File: src/rtl/pipeline_hazard_ctrl_if.sv
// Bundle of the datapath-facing signals of pipeline_hazard_ctrl.
//   slave  : the hazard controller (takes the i_* hazard inputs, drives the o_* controls)
//   master : the datapath/testbench side (drives the i_* inputs, observes the o_* controls)
// Valid/ready note: there is no handshake on this bus. Every i_* is a level that is
// sampled each rising clock edge. Every o_* is combinational from the controller state
// and the current inputs, so it is valid in the same cycle.
interface pipeline_hazard_ctrl_if #(
  parameter int CNT_W = 16
);
  logic             i_ext_int;
  logic             i_int_en;
  logic [4:0]       i_id_rs;
  logic [4:0]       i_id_rt;
  logic             i_id_uses_rt;
  logic             i_ex_lw;
  logic [4:0]       i_ex_rd;
  logic             i_br_taken;
  logic             i_ex_eret;
  logic             i_mem_busy;
  logic             o_we_pc;
  logic             o_we_dec;
  logic             o_we_exec;
  logic             o_we_MemAc;
  logic             o_we_WrBc;
  logic             o_s_rst_dec;
  logic             o_s_rst_exec;
  logic [1:0]       o_pc_sel;
  logic             o_epc_we;
  logic             o_int_ack;
  logic [CNT_W-1:0] o_stall_cnt;

  modport slave (
    input  i_ext_int, i_int_en, i_id_rs, i_id_rt, i_id_uses_rt,
           i_ex_lw, i_ex_rd, i_br_taken, i_ex_eret, i_mem_busy,
    output o_we_pc, o_we_dec, o_we_exec, o_we_MemAc, o_we_WrBc,
           o_s_rst_dec, o_s_rst_exec, o_pc_sel, o_epc_we, o_int_ack, o_stall_cnt
  );

  modport master (
    output i_ext_int, i_int_en, i_id_rs, i_id_rt, i_id_uses_rt,
           i_ex_lw, i_ex_rd, i_br_taken, i_ex_eret, i_mem_busy,
    input  o_we_pc, o_we_dec, o_we_exec, o_we_MemAc, o_we_WrBc,
           o_s_rst_dec, o_s_rst_exec, o_pc_sel, o_epc_we, o_int_ack, o_stall_cnt
  );
endinterface

File: src/rtl/pipeline_hazard_ctrl.sv
// pipeline_hazard_ctrl: sequences the 5-stage MIPS pipeline. It drives the per-stage
// write enables and the synchronous flushes, and it selects the next-PC source. It
// resolves load-use stalls, EX-stage branch/jump/eret redirects, data-memory wait
// states and external interrupts.
// Ports:
//   i_clk        clock, all state on the rising edge
//   i_a_rst_n    asynchronous active-low reset
//   bus          pipeline_hazard_ctrl_if.slave carrying the hazard inputs and pipeline controls
//   o_fsm_state  current FSM state (0 RUN, 1 DRAIN, 2 VECTOR) for observation
// Parameters:
//   DRAIN_CYCLES  cycles spent in DRAIN before vectoring, legal range 1..15
//   CNT_W         width of the saturating stall counter (must match the interface)
module pipeline_hazard_ctrl #(
  parameter int DRAIN_CYCLES = 3,
  parameter int CNT_W        = 16
) (
  input  logic                         i_clk,
  input  logic                         i_a_rst_n,
  pipeline_hazard_ctrl_if.slave        bus,
  output logic [1:0]                   o_fsm_state
);

  typedef enum logic [1:0] {
    ST_RUN    = 2'd0,
    ST_DRAIN  = 2'd1,
    ST_VECTOR = 2'd2
  } state_t;

  localparam logic [3:0] DRAIN_LAST = 4'(DRAIN_CYCLES - 1);

  state_t           state_q, state_nxt;
  logic [3:0]       cnt_q, cnt_nxt;
  logic [CNT_W-1:0] stall_q;
  logic             load_use;

  logic             we_pc, we_dec, we_exec, we_mem, we_wb;
  logic             s_rst_dec, s_rst_exec, epc_we, int_ack;
  logic [1:0]       pc_sel;

  // Register $0 never carries a real dependency, so a load into it cannot cause a stall.
  assign load_use = bus.i_ex_lw && (bus.i_ex_rd != 5'd0) &&
                    ((bus.i_ex_rd == bus.i_id_rs) ||
                     (bus.i_id_uses_rt && (bus.i_ex_rd == bus.i_id_rt)));

  always_ff @(posedge i_clk or negedge i_a_rst_n) begin
    if (!i_a_rst_n) begin
      state_q <= ST_RUN;
      cnt_q   <= 4'd0;
    end else begin
      state_q <= state_nxt;
      cnt_q   <= cnt_nxt;
    end
  end

  always_comb begin
    state_nxt  = state_q;
    cnt_nxt    = cnt_q;
    we_pc      = 1'b1;
    we_dec     = 1'b1;
    we_exec    = 1'b1;
    we_mem     = 1'b1;
    we_wb      = 1'b1;
    s_rst_dec  = 1'b0;
    s_rst_exec = 1'b0;
    pc_sel     = 2'd0;
    epc_we     = 1'b0;
    int_ack    = 1'b0;

    case (state_q)
      ST_RUN: begin
        cnt_nxt = 4'd0;
        if (bus.i_mem_busy) begin
          // The whole pipeline freezes. An interrupt raised now is retried next cycle.
          {we_pc, we_dec, we_exec, we_mem, we_wb} = 5'b00000;
        end else if (bus.i_br_taken || bus.i_ex_eret) begin
          // Redirect: both younger wrong-path instructions are killed.
          // A redirect makes the load-use check irrelevant.
          pc_sel     = bus.i_ex_eret ? 2'd3 : 2'd1;
          s_rst_dec  = 1'b1;
          s_rst_exec = 1'b1;
        end else begin
          if (bus.i_ext_int && bus.i_int_en) state_nxt = ST_DRAIN;
          if (load_use) begin
            we_pc      = 1'b0;
            we_dec     = 1'b0;
            s_rst_exec = 1'b1;
          end
        end
      end

      ST_DRAIN: begin
        // The front end is held and bubbles enter EX while MEM/WB retire older work.
        // The request is already latched by being in this state.
        if (bus.i_mem_busy) begin
          {we_pc, we_dec, we_exec, we_mem, we_wb} = 5'b00000;
        end else begin
          we_pc      = 1'b0;
          we_dec     = 1'b0;
          s_rst_exec = 1'b1;
          if (cnt_q == DRAIN_LAST) state_nxt = ST_VECTOR;
          cnt_nxt = 4'(cnt_q + 4'd1);
        end
      end

      ST_VECTOR: begin
        if (bus.i_mem_busy) begin
          {we_pc, we_dec, we_exec, we_mem, we_wb} = 5'b00000;
        end else begin
          pc_sel     = 2'd2;
          epc_we     = 1'b1;
          int_ack    = 1'b1;
          s_rst_dec  = 1'b1;
          s_rst_exec = 1'b1;
          cnt_nxt    = 4'd0;
          state_nxt  = ST_RUN;
        end
      end

      default: begin
        state_nxt = ST_RUN;
        cnt_nxt   = 4'd0;
      end
    endcase

    // While reset is held, the pipeline sees the plain RUN defaults whatever the inputs do.
    if (!i_a_rst_n) begin
      {we_pc, we_dec, we_exec, we_mem, we_wb} = 5'b11111;
      s_rst_dec  = 1'b0;
      s_rst_exec = 1'b0;
      pc_sel     = 2'd0;
      epc_we     = 1'b0;
      int_ack    = 1'b0;
    end
  end

  // Count the cycles with the PC frozen, and hold at all-ones instead of wrapping.
  always_ff @(posedge i_clk or negedge i_a_rst_n) begin
    if (!i_a_rst_n) begin
      stall_q <= '0;
    end else if (!we_pc && (stall_q != {CNT_W{1'b1}})) begin
      stall_q <= stall_q + 1'b1;
    end
  end

  assign bus.o_we_pc      = we_pc;
  assign bus.o_we_dec     = we_dec;
  assign bus.o_we_exec    = we_exec;
  assign bus.o_we_MemAc   = we_mem;
  assign bus.o_we_WrBc    = we_wb;
  assign bus.o_s_rst_dec  = s_rst_dec;
  assign bus.o_s_rst_exec = s_rst_exec;
  assign bus.o_pc_sel     = pc_sel;
  assign bus.o_epc_we     = epc_we;
  assign bus.o_int_ack    = int_ack;
  assign bus.o_stall_cnt  = stall_q;
  assign o_fsm_state      = state_q;

endmodule

File: src/flat_wrapper.sv
// flat-port wrapper written by rule: the top's interface ports become plain ports
module pipeline_hazard_ctrl_flat 
#(
  parameter int DRAIN_CYCLES = 3,
  parameter int CNT_W        = 16
)
  (i_clk, i_a_rst_n, o_fsm_state, bus_i_ext_int, bus_i_int_en, bus_i_id_rs, bus_i_id_rt, bus_i_id_uses_rt, bus_i_ex_lw, bus_i_ex_rd, bus_i_br_taken, bus_i_ex_eret, bus_i_mem_busy, bus_o_we_pc, bus_o_we_dec, bus_o_we_exec, bus_o_we_MemAc, bus_o_we_WrBc, bus_o_s_rst_dec, bus_o_s_rst_exec, bus_o_pc_sel, bus_o_epc_we, bus_o_int_ack, bus_o_stall_cnt);
  pipeline_hazard_ctrl_if #(.CNT_W(CNT_W)) bus_i ();
  input  logic i_clk;
  input  logic i_a_rst_n;
  output logic [1:0] o_fsm_state;
  input wire logic [$bits(bus_i.i_ext_int)-1:0] bus_i_ext_int;
  input wire logic [$bits(bus_i.i_int_en)-1:0] bus_i_int_en;
  input wire logic [$bits(bus_i.i_id_rs)-1:0] bus_i_id_rs;
  input wire logic [$bits(bus_i.i_id_rt)-1:0] bus_i_id_rt;
  input wire logic [$bits(bus_i.i_id_uses_rt)-1:0] bus_i_id_uses_rt;
  input wire logic [$bits(bus_i.i_ex_lw)-1:0] bus_i_ex_lw;
  input wire logic [$bits(bus_i.i_ex_rd)-1:0] bus_i_ex_rd;
  input wire logic [$bits(bus_i.i_br_taken)-1:0] bus_i_br_taken;
  input wire logic [$bits(bus_i.i_ex_eret)-1:0] bus_i_ex_eret;
  input wire logic [$bits(bus_i.i_mem_busy)-1:0] bus_i_mem_busy;
  output wire logic [$bits(bus_i.o_we_pc)-1:0] bus_o_we_pc;
  output wire logic [$bits(bus_i.o_we_dec)-1:0] bus_o_we_dec;
  output wire logic [$bits(bus_i.o_we_exec)-1:0] bus_o_we_exec;
  output wire logic [$bits(bus_i.o_we_MemAc)-1:0] bus_o_we_MemAc;
  output wire logic [$bits(bus_i.o_we_WrBc)-1:0] bus_o_we_WrBc;
  output wire logic [$bits(bus_i.o_s_rst_dec)-1:0] bus_o_s_rst_dec;
  output wire logic [$bits(bus_i.o_s_rst_exec)-1:0] bus_o_s_rst_exec;
  output wire logic [$bits(bus_i.o_pc_sel)-1:0] bus_o_pc_sel;
  output wire logic [$bits(bus_i.o_epc_we)-1:0] bus_o_epc_we;
  output wire logic [$bits(bus_i.o_int_ack)-1:0] bus_o_int_ack;
  output wire logic [$bits(bus_i.o_stall_cnt)-1:0] bus_o_stall_cnt;
  assign bus_i.i_ext_int = bus_i_ext_int;
  assign bus_i.i_int_en = bus_i_int_en;
  assign bus_i.i_id_rs = bus_i_id_rs;
  assign bus_i.i_id_rt = bus_i_id_rt;
  assign bus_i.i_id_uses_rt = bus_i_id_uses_rt;
  assign bus_i.i_ex_lw = bus_i_ex_lw;
  assign bus_i.i_ex_rd = bus_i_ex_rd;
  assign bus_i.i_br_taken = bus_i_br_taken;
  assign bus_i.i_ex_eret = bus_i_ex_eret;
  assign bus_i.i_mem_busy = bus_i_mem_busy;
  assign bus_o_we_pc = bus_i.o_we_pc;
  assign bus_o_we_dec = bus_i.o_we_dec;
  assign bus_o_we_exec = bus_i.o_we_exec;
  assign bus_o_we_MemAc = bus_i.o_we_MemAc;
  assign bus_o_we_WrBc = bus_i.o_we_WrBc;
  assign bus_o_s_rst_dec = bus_i.o_s_rst_dec;
  assign bus_o_s_rst_exec = bus_i.o_s_rst_exec;
  assign bus_o_pc_sel = bus_i.o_pc_sel;
  assign bus_o_epc_we = bus_i.o_epc_we;
  assign bus_o_int_ack = bus_i.o_int_ack;
  assign bus_o_stall_cnt = bus_i.o_stall_cnt;
  pipeline_hazard_ctrl #(.DRAIN_CYCLES(DRAIN_CYCLES), .CNT_W(CNT_W)) u_core (.i_clk(i_clk), .i_a_rst_n(i_a_rst_n), .bus(bus_i), .o_fsm_state(o_fsm_state));
endmodule
File: config.mk
export PLATFORM = sky130hd
export DESIGN_NAME = pipeline_hazard_ctrl_flat
export DESIGN_NICKNAME = d
export VERILOG_FILES = /design/src/rtl/pipeline_hazard_ctrl_if.sv /design/src/rtl/pipeline_hazard_ctrl.sv /design/src/flat_wrapper.sv
export SDC_FILE = /design/constraint.sdc
export NUM_CORES = 1
export LEC_CHECK = 0
export ABC_AREA = 1
export BUFFER_PORTS_ARGS = -buffer_cell sky130_fd_sc_hd__buf_2
export CAP_MARGIN = 15
export CORE_MARGIN = 1.5
export CORE_UTILIZATION = 50
export DETAILED_ROUTE_END_ITERATION = 8
export PLACE_DENSITY = 0.78
export SLEW_MARGIN = 10
export SYNTH_ARGS = -nofsm -noshare
export SYNTH_HDL_FRONTEND = slang
export SYNTH_SLANG_ARGS = --single-unit
File: constraint.sdc
create_clock -name i_clk -period 2.7 [get_ports i_clk]
set_input_delay 0.54 -clock i_clk [delete_from_list [all_inputs] [get_ports i_clk]]
set_output_delay 0.54 -clock i_clk [all_outputs]
set_load 0.03 [all_outputs]
==> impl_results.md <==
* Post-DRT Antenna Nets at 0
* Placement Rows at 21
* YS warnings at 0
* Synth Instances at roughly 250
* Area post-placement at around 0.002 sq mm
* IO buf count at 52
* Slowest-stage cell, CP: dfrtp_1
* WL per Instance at around 11 um
* Setup Total Neg Slack at 0 ns
* Cell variety after synth at 25
* Worst-path clk slew at 0.13 ns
* Final hold viol count at 0
* Vias per Instance at 4.94
* Final WS setup at just under 0.4 ns
* Largest delay contributor family on the critical path: flip-flops
* Syn nets at roughly 280
* Final Max Slew Viols at 0
* Register area at 551 sq um
* Antenna violations before repair at 0
* Critical path type: reg2out
* Worst slew pin tran at 0.449 ns
* Post-synthesis sequential area ratio at between 30% and 40%
* Drt drc at 0
* Post-Syn Area at between 0.0015 and 0.002 sq mm
* CTS sink count at 22
* Final Total Pwr at between 0.001 and 0.0015 W
* # fillers at between 300 and 400
* Synth top area share at a little under a third
* Worst path bufs/invs at 2
* Synthesized flop and latch total at 22
* Critical path arrival at approximately 1.8 ns
* Core area at between 0.003 and 0.004 sq mm
* DP HPWL at slightly below 3000 um
* P_leak at around 1.2 nW
* First-pass GRT wire length at 6240 um
* CP endpoint kind: output port
* Outcome: complete, no violations
* Crit path cell chain: inv_1 > ha_1 > o21ai_0 > a31oi_1 > buf_2
* Number of global-route vias before repair at between 1500 and 2000
* Hold Buf Count CTS at 0
* Multi-input logic area at roughly 960 sq um
* Die Wd at a little over 60 um
* Root buffer cell: clkbuf_4
* CTS tree: yes
* Ant. Diodes at 0
* DRT iter0 DRCs at 94
* Max transition margin at roughly 70%
* Initial core utilization at between 50% and 60%
* DR vias at 1724
* Die area at 0.00382 sq mm
* I/O pin count at 53
* Die span in y at between 60 and 70 um
* Worst Clk Skew at ~0.0095 ns
* Total setup buffers inserted after CTS at 0
* Area contributors post-synth: dfrtp_1 (32%), nand2_1 (17%), inv_1 (7.2%), nand4_1 (6.9%), nand3_1 (5.2%)
* Power Density at 661 mW/mm^2
* RSZ-0062 raised after global routing: no
* Total CTS buffers at 3
* Crit-path max cell delay at roughly 0.44 ns
* Largest net degree at the start of global routing at 20
* Final setup viols at 0
* Skew-Pair Late Insertion Delay at about 0.32 ns
* Area leader, netlist: dfrtp_1
* CTS H-tree depth at 1
* Share of layout cells above drive strength 1 at a little under a quarter
* Router iterations before antenna repair at 5
* Layout Area Growth over Synthesis at 17.7%
* Maximum capacitance violations at 0
* Crit share post-route at between 80 and 90%
* CP required at roughly 2.2 ns
* Post-CTS resize count at 0
* Max VDD drop at between 400 and 500 uV
* Post-place setup slack at between 0.6 and 0.7 ns
* Detailed-route wire length at about 3800 um
* Max Freq at roughly 430 MHz
* Fin area at 0.00203 sq mm
* Path type of the worst min-delay path: in2async
* Mean Syn Cell Area at ~7 sq um
* Max Buffers Root-to-Sink at 2
* Grt total ovfl at 0
* Tmin final at roughly 2.3 ns
* CP Launch Type: flip-flop
* Final nets at 335
* GRT Total Usage at between 20% and 30%
* Final Wtd Congestion at slightly above 0.8
* Max FO, Critical Path at 5
path summary, 6_finish.rpt:
path | start | endpoint | slack [ns] | depth (start not counted)
worst max-delay path | u_core.o_fsm_state[1]$_DFFE_PN0P_ | bus_o_s_rst_exec | 0.39 | 5
worst min-delay path | i_a_rst_n | u_core.bus.o_stall_cnt[3]$_DFFE_PN0P_ | 0.16 | 2
worst max register to register | u_core.bus.o_stall_cnt[1]$_DFFE_PN0P_ | u_core.bus.o_stall_cnt[15]$_DFFE_PN0P_ | 0.89 | 9
worst min register to register | u_core.bus.o_stall_cnt[15]$_DFFE_PN0P_ | u_core.bus.o_stall_cnt[15]$_DFFE_PN0P_ | 0.55 | 2
max in group asynchronous | i_a_rst_n | u_core.cnt_q[1]$_DFFE_PN0P_ | 2.33 | 2
min in group i_clk | u_core.bus.o_stall_cnt[15]$_DFFE_PN0P_ | u_core.bus.o_stall_cnt[15]$_DFFE_PN0P_ | 0.55 | 2
worst reg2reg max path, stage by stage (launching register included):
cell and delay [ns]:
dfrtp_1 0.46, ha_1 0.26, nand2_2 0.10, nor2_4 0.17, nand4_2 0.13, nor2_2 0.15, inv_2 0.15, nand3_4 0.21
nand2_1 0.08, nand2_1 0.06
layer usage:
| metal | share of wire (%) | track usage [%] | vias up |
|---|---|---|---|
| met1 | 47 | 28.8 | 780 |
| met2 | 47 | 34.7 | 31 |
| met4 | 2.0 | 8.21 | 0 |
| li1 | - | - | 907 |
| met3 | 3.7 | 3.93 | 6 |
| met5 | 0 | 0 | - |
cells in the final DEF (no fill, tap or decap), drive strengths merged:
cell type	n
xor2	10
dfrtp	22
nor3	5
xnor2	3
a31oi	1
o22ai	2
ha	7
nand4	20
o21a	1
nor2	22
buf	56
nand2	81
nand3b	1
o21ai	5
inv	37
nand3	19
clkbuf	4
a21oi	7
metrics by stage:
step / std cells / hold WS, ns / utilization [%]
after floorplan: 253 / 0.244 / -
after global placement: 345 / 0.506 / 59.9
after detailed placement: 345 / 0.508 / 59.9
after CTS: 349 / 0.170 / 61.0
after global routing: 349 / 0.170 / 61.0
final: 349 / 0.163 / 61.0
cells in the mapped netlist:
cell	number
nand2_2	2
nor2_1	20
nand4_1	19
o21a_1	1
inv_2	4
nand4_2	1
nand3b_1	1
a31oi_1	1
nor2_2	1
nand3_4	1
a21oi_1	7
xnor2_1	3
nor3_1	5
o22ai_1	2
nor2_4	1
buf_4	4
buf_2	3
nand2_1	79
ha_1	7
inv_1	33
xor2_1	10
dfrtp_1	22
o21ai_0	5
buf_6	3
nand3_1	18
final cells by class:
cell class              count  area share [%]
clock buffers               4            1.78
repair buffers             56            14.3
inverters                  37            6.83
multi-input cells         184            47.2
well taps                  46            2.83
flip-flops and latches     22            27.1
state kept, by name, summed over array words and instances, names as in the netlist:
name                    count
u_core.bus.o_stall_cnt     16
u_core.cnt_q                4
u_core.o_fsm_state          2
report_power, final:
group | internal [W] | total (W) | switching [W]
clock network | 0.0000825 | 0.000188 | 0.000105
logic | 0.000220 | 0.000703 | 0.000483
registers | 0.000384 | 0.000455 | 0.0000713
logic make-up (layout without fill, tap and decap cells):
kind of cell	Yosys count	count (layout)	synth area share, %
AND/OR/NAND/NOR	148	148	38.9
AO/OA/AOI/OAI	16	16	4.99
XOR/XNOR	13	13	6.58
buffers and inverters	47	97	12.6
adder cells (fa/ha/maj)	7	7	5.06
flip-flops	22	22	31.8
Note: power is estimated with default switching activity, not from simulation.
